<file path="config.mk">
export PLATFORM = sky130hd
export DESIGN_NAME = mem_arbiter
export DESIGN_NICKNAME = d
export VERILOG_FILES = /design/src/rtl/mem_arbiter.sv
export SDC_FILE = /design/constraint.sdc
export NUM_CORES = 1
export LEC_CHECK = 0
export CAP_MARGIN = 20
export CORE_AREA = 2 2 104 106
export DETAILED_ROUTE_END_ITERATION = 12
export DIE_AREA = 0 0 106 108
export PLACE_DENSITY = 0.88
export SETUP_SLACK_MARGIN = 0.2
export SLEW_MARGIN = 15
export SYNTH_ARGS = -nofsm -noshare
export SYNTH_HDL_FRONTEND = slang
export SYNTH_SLANG_ARGS = --single-unit
</file>
<file path="constraint.sdc">
create_clock -name clk_cpu -period 4 [get_ports clk_cpu]
set_input_delay 0.8 -clock clk_cpu [delete_from_list [all_inputs] [get_ports clk_cpu]]
set_output_delay 0.8 -clock clk_cpu [all_outputs]
set_load 0.02 [all_outputs]
</file>
<file path="src/rtl/mem_arbiter.sv">
// mem_arbiter: shares one single-port synchronous RAM between the instruction
// fetch port and the CPU load/store port. Data wins ties, except that a run of
// MAX_DATA_RUN data grants with fetch waiting forces the next grant to fetch.
// Each access is IDLE -> ISSUE -> RESP; misaligned accesses skip ISSUE and
// never reach the RAM. The ack outputs are also the CPU stall release.
module mem_arbiter #(
    parameter int ADDR_W       = 32,
    parameter int DATA_W       = 32,
    parameter int MAX_DATA_RUN = 4
) (
    input  logic              clk_cpu,
    input  logic              reset,
    input  logic              if_req,
    input  logic [ADDR_W-1:0] if_addr,
    output logic              if_ack,
    output logic [DATA_W-1:0] if_rdata,
    output logic              if_err,
    input  logic              d_req,
    input  logic              d_we,
    input  logic [ADDR_W-1:0] d_addr,
    input  logic [DATA_W-1:0] d_wdata,
    output logic              d_ack,
    output logic [DATA_W-1:0] d_rdata,
    output logic              d_err,
    output logic              ram_en,
    output logic              ram_we,
    output logic [ADDR_W-1:0] ram_addr,
    output logic [DATA_W-1:0] ram_wdata,
    input  logic [DATA_W-1:0] ram_rdata,
    output logic              busy
);

    typedef enum logic [1:0] {IDLE = 2'd0, ISSUE = 2'd1, RESP = 2'd2} state_t;
    typedef enum logic {FETCH = 1'b0, DATA = 1'b1} owner_t;

    localparam logic [3:0] RUN_MAX = 4'(MAX_DATA_RUN);

    state_t            state_reg, state_next;
    owner_t            owner_reg, owner_next;
    logic [3:0]        run_cnt_reg, run_cnt_next;
    logic              err_reg, err_next;
    logic              ram_en_reg, ram_en_next;
    logic              ram_we_reg, ram_we_next;
    logic [ADDR_W-1:0] ram_addr_reg, ram_addr_next;
    logic [DATA_W-1:0] ram_wdata_reg, ram_wdata_next;

    // Winner-selection scratch values, only meaningful in IDLE.
    logic              pick_data;
    logic [ADDR_W-1:0] sel_addr;
    logic              sel_we;
    logic [DATA_W-1:0] sel_wdata;

    // State and RAM-side registers; reset abandons any in-flight access.
    always_ff @(posedge clk_cpu) begin
        if (reset) begin
            state_reg     <= IDLE;
            owner_reg     <= FETCH;
            run_cnt_reg   <= 4'd0;
            err_reg       <= 1'b0;
            ram_en_reg    <= 1'b0;
            ram_we_reg    <= 1'b0;
            ram_addr_reg  <= '0;
            ram_wdata_reg <= '0;
        end else begin
            state_reg     <= state_next;
            owner_reg     <= owner_next;
            run_cnt_reg   <= run_cnt_next;
            err_reg       <= err_next;
            ram_en_reg    <= ram_en_next;
            ram_we_reg    <= ram_we_next;
            ram_addr_reg  <= ram_addr_next;
            ram_wdata_reg <= ram_wdata_next;
        end
    end

    // Next-state logic: arbitrate in IDLE, strobe the RAM in ISSUE, answer in RESP.
    always_comb begin
        state_next     = state_reg;
        owner_next     = owner_reg;
        run_cnt_next   = run_cnt_reg;
        err_next       = err_reg;
        ram_en_next    = ram_en_reg;
        ram_we_next    = ram_we_reg;
        ram_addr_next  = ram_addr_reg;
        ram_wdata_next = ram_wdata_reg;
        pick_data      = 1'b0;
        sel_addr       = if_addr;
        sel_we         = 1'b0;
        sel_wdata      = '0;

        case (state_reg)
            IDLE: begin
                if (if_req || d_req) begin
                    // Data wins unless fetch has waited through a full run.
                    pick_data = d_req && (!if_req || (run_cnt_reg != RUN_MAX));
                    if (pick_data) begin
                        owner_next = DATA;
                        sel_addr   = d_addr;
                        sel_we     = d_we;
                        sel_wdata  = d_wdata;
                        if (!if_req)
                            run_cnt_next = 4'd0;
                        else if (run_cnt_reg != RUN_MAX)
                            run_cnt_next = run_cnt_reg + 4'd1;
                    end else begin
                        owner_next   = FETCH;
                        run_cnt_next = 4'd0;
                    end
                    ram_addr_next  = {sel_addr[ADDR_W-1:2], 2'b00};
                    ram_we_next    = sel_we;
                    ram_wdata_next = sel_wdata;
                    if (sel_addr[1:0] == 2'b00) begin
                        ram_en_next = 1'b1;
                        state_next  = ISSUE;
                    end else begin
                        // Misaligned: report immediately, RAM stays untouched.
                        err_next   = 1'b1;
                        state_next = RESP;
                    end
                end
            end
            ISSUE: begin
                ram_en_next = 1'b0;
                state_next  = RESP;
            end
            RESP: begin
                err_next   = 1'b0;
                state_next = IDLE;
            end
            default: state_next = IDLE;
        endcase
    end

    // Response data is only real RAM data for an aligned read.
    logic [DATA_W-1:0] resp_rdata;
    assign resp_rdata = (ram_we_reg || err_reg) ? '0 : ram_rdata;

    // Per-requester response steering: index 0 is fetch, index 1 is data.
    logic [1:0]        ack_vec;
    logic [1:0]        err_vec;
    logic [DATA_W-1:0] rdata_vec [2];

    for (genvar gi = 0; gi < 2; gi++) begin : g_port
        assign ack_vec[gi]   = (state_reg == RESP) && (owner_reg == ((gi == 1) ? DATA : FETCH));
        assign err_vec[gi]   = ack_vec[gi] & err_reg;
        assign rdata_vec[gi] = ack_vec[gi] ? resp_rdata : '0;
    end

    assign if_ack    = ack_vec[0];
    assign if_err    = err_vec[0];
    assign if_rdata  = rdata_vec[0];
    assign d_ack     = ack_vec[1];
    assign d_err     = err_vec[1];
    assign d_rdata   = rdata_vec[1];
    assign ram_en    = ram_en_reg;
    assign ram_we    = ram_we_reg;
    assign ram_addr  = ram_addr_reg;
    assign ram_wdata = ram_wdata_reg;
    assign busy      = (state_reg != IDLE);

endmodule

</file>
==> results.md <==
- Final core occ: 61.7%
- Die width: 106 µm
- Met3 Track Usage GR: 6.75%
- Clock Tree Buf Depth: 2
- Max-slew violation count: 0
- M2 GR Usage: 41.3%
- DRT iter0 DRCs: 320
- CTS Buf Count: 9
- Area of the mapped netlist: 3410 µm²
- Cts hold-fix bufs: 0
- CTS resizes: 0
- Core footprint: 10200 µm²
- Fin Clk Skew: 0.0107 ns
- Top cell type's share of synthesized area: 42.2%
- Data arrival, critical path: 2.12 ns
- Initial antenna violation count: 3
- GRT busiest layer: met2
- Design Area, Final: 6310 µm²
- Reg2reg setup slack: 1.98 ns
- R2R Path End: ram_en$_SDFFE_PP0P_
- Post-route ant nets: 0
- Final-report hold violation count: 0
- Max stage delay on crit path: 0.61 ns
- Worst reg-to-reg path cell count: 6
- GRT Total Usage: 22.3%
- Sequential share of the synthesized area: 42.2%
- Synth area leaders: dfxtp_1 42%, and3_1 12%, nand2_1 11%
- Setup CP Type: reg -> out
- IO Count: 268
- Syn avg cell area: 7.44 µm²
- Status: complete, no violations
- Max cap viols: 0
- WP depth: 5
- Hold_sp: ram_wdata[9]$_SDFFE_PP0P_
- Synth area leader: dfxtp_1
- CTS Sinks: 72
- Share of cells above drive strength 1: 4.27%
- Htree depth: 3
- Clk_lat worst skew: 0.34 ns
- GR Util met1: 22.2%
- Critical Path RT: 3.20 ns
- Total grt overflow: 0
- Synthesized flop and latch total: 72
- Root Driver: clkbuf_8
- Post-route setup TNS: 0 ns
- Initial core utilization: 33.4%
- CTS tree: done
- FMAX: 343 MHz
- First-pass GRT wire length: 20200 µm
- Overall Power: 2.06 mW
- Crit path max fanout: 34
- Power per cell area: 326 nW/µm²
- Vias: 4248
- Worst vdd ir: 0.000200 V
- Setup crit start kind: flop
- Critical path capture point type: output port
- Vias per Instance: 5.05
- Port Buffers: 265
- Relative slew slack: 41.7%
- RD Place Congestion: 0.788
- Area grow syn2layout: 84.8%
- Routed len/inst: 15.4 µm
- Most frequent cells in the layout: 265 x clkdlybuf4s50_1, 99 x nand2_1, 72 x dfxtp_1
- Drt drc: 0
- Hold_ws: 0.453 ns
- Leakage power: 2.53 nW
- Min-Delay Endpoint: ram_wdata[9]$_SDFFE_PP0P_
- Post-CTS Setup Bufs: 0
- Warnings, synthesis: 0
- Pre-Repair DR Iteration Count: 5
- Setup violators final: 0
- Worst-path clk slew: 0.07 ns
- Most common cell after layout, fill and taps aside: clkdlybuf4s50_1
- R2r startpoint: run_cnt_reg[0]$_SDFFE_PP0P_
- CP delay by family, top: buffers and inverters
- Post-DP HPWL: 9850 µm
- Slowest-stage cell, CP: clkdlybuf4s50_1
- WP buf/inv: 2
- Num rows: 37
- Max reg flops: 32
- Crit path time final: 2.92 ns
- Largest net degree at the start of global routing: 67
- Vias in the first global route: 4120
- Worst Tran Pin Value: 0.874 ns
- RSZ-0062 raised after global routing: no
- Full die area: 11400 µm²
- Hold Path Class: reg -> reg
- Worst Hold Path Cells: 2
- DP Area: 6090 µm²
- Synth Instances: 459
- Final period utilization: 72.9%
- Fillers: 891
- Routed wire length: 13000 µm
- Die Y: 108 µm
- Worst-path cell chain: nand2b_1 -> nor2_1 -> buf_4 -> and3_1 -> clkdlybuf4s50_1
- Yosys cell types: 33
- Final #Nets: 833
worst register-to-register path, delay by kind of cell, from the launching register on:
| kind | cells | cell delay (ns) |
|---|---|---|
| muxes | 1 | 0.27 |
| and+or+nand+nor | 2 | 0.66 |
| buffers and inverters | 1 | 0.08 |
| adders and majority gates | 1 | 0.17 |
| AOI/OAI and AO/OA | 1 | 0.39 |
| DFF | 1 | 0.35 |
metrics by stage:
step | setup slack (ns) | instances
after floorplan | 1.82 | 460
after global placement | 1.10 | 823
after detailed placement | 1.12 | 823
after CTS | 1.04 | 838
after global routing | 0.917 | 841
final | 1.08 | 841
Yosys cell counts:
cell type	count
nor3_1	1
a2111oi_2	1
mux2i_1	1
and2_1	3
nor2_2	1
o21ai_0	30
dfxtp_1	72
nor2_4	1
ha_1	2
a21oi_1	35
and3_1	64
inv_1	7
conb_1	1
a32o_1	1
nand4b_1	1
nand3_1	38
buf_4	10
a31oi_1	33
o21ai_1	1
buf_2	8
inv_2	1
clkbuf_1	27
nor2b_1	1
a22oi_1	1
o21a_1	1
or4_1	1
nand2_2	1
a311oi_1	1
a21boi_0	1
nand2b_1	1
nand2_1	99
buf_6	1
nor2_1	12
cell type report:
cell class                 count  area [µm²]  area share (%)
multi-input combinational    334        1730            27.4
sequential                    72        1440            22.8
antenna                        3        7.51           0.119
timing repair buffer         273        2730            43.2
inverter                       8        30.0           0.476
clock inverter                 5        81.3            1.29
clock buffer                  10         128            2.02
tap                          136         170            2.70
kinds of logic (layout without fill, tap and decap cells):
group                    Yosys count  after routing  share of synthesized area [%]
AO/OA/AOI/OAI                    105            105                           17.4
adder cells (fa/ha/maj)            2              2                          0.733
buffers and inverters             54            296                           7.55
flip-flops                        72             72                           42.2
multiplexers                       1              1                          0.293
other                              1              5                          0.110
AND/OR/NAND/NOR                  224            224                           31.7
worst max-delay path by stage:
stage / startpoint / endpoint / slack, ns
6_report: state_reg[1]$_SDFFE_PP0P_ / if_rdata[1] / 1.08
5_1_grt: state_reg[1]$_SDFFE_PP0P_ / if_rdata[1] / 0.92
4_1_cts: state_reg[1]$_SDFFE_PP0P_ / if_rdata[1] / 1.04
3_5_place_dp: ram_rdata[22] / d_rdata[22] / 1.12
3_3_place_gp: ram_rdata[22] / if_rdata[22] / 1.10
2_1_floorplan: state_reg[1]$_SDFFE_PP0P_ / d_rdata[23] / 1.82
per-layer routing:
metal / part of all wire (%) / wire length (µm) / up-vias
li1: - / - / 2068
met1: 36 / 4650 / 1934
met2: 52 / 6720 / 213
met3: 8.6 / 1120 / 33
met4: 3.7 / 484 / 0
met5: 0 / 0 / -
power breakdown:
group,switching [mW],internal (mW)
combinational,0.317,0.311
clock,0.273,0.349
sequential,0.0318,0.774
total,0.622,1.43
Power figures use the tool's default switching activity.
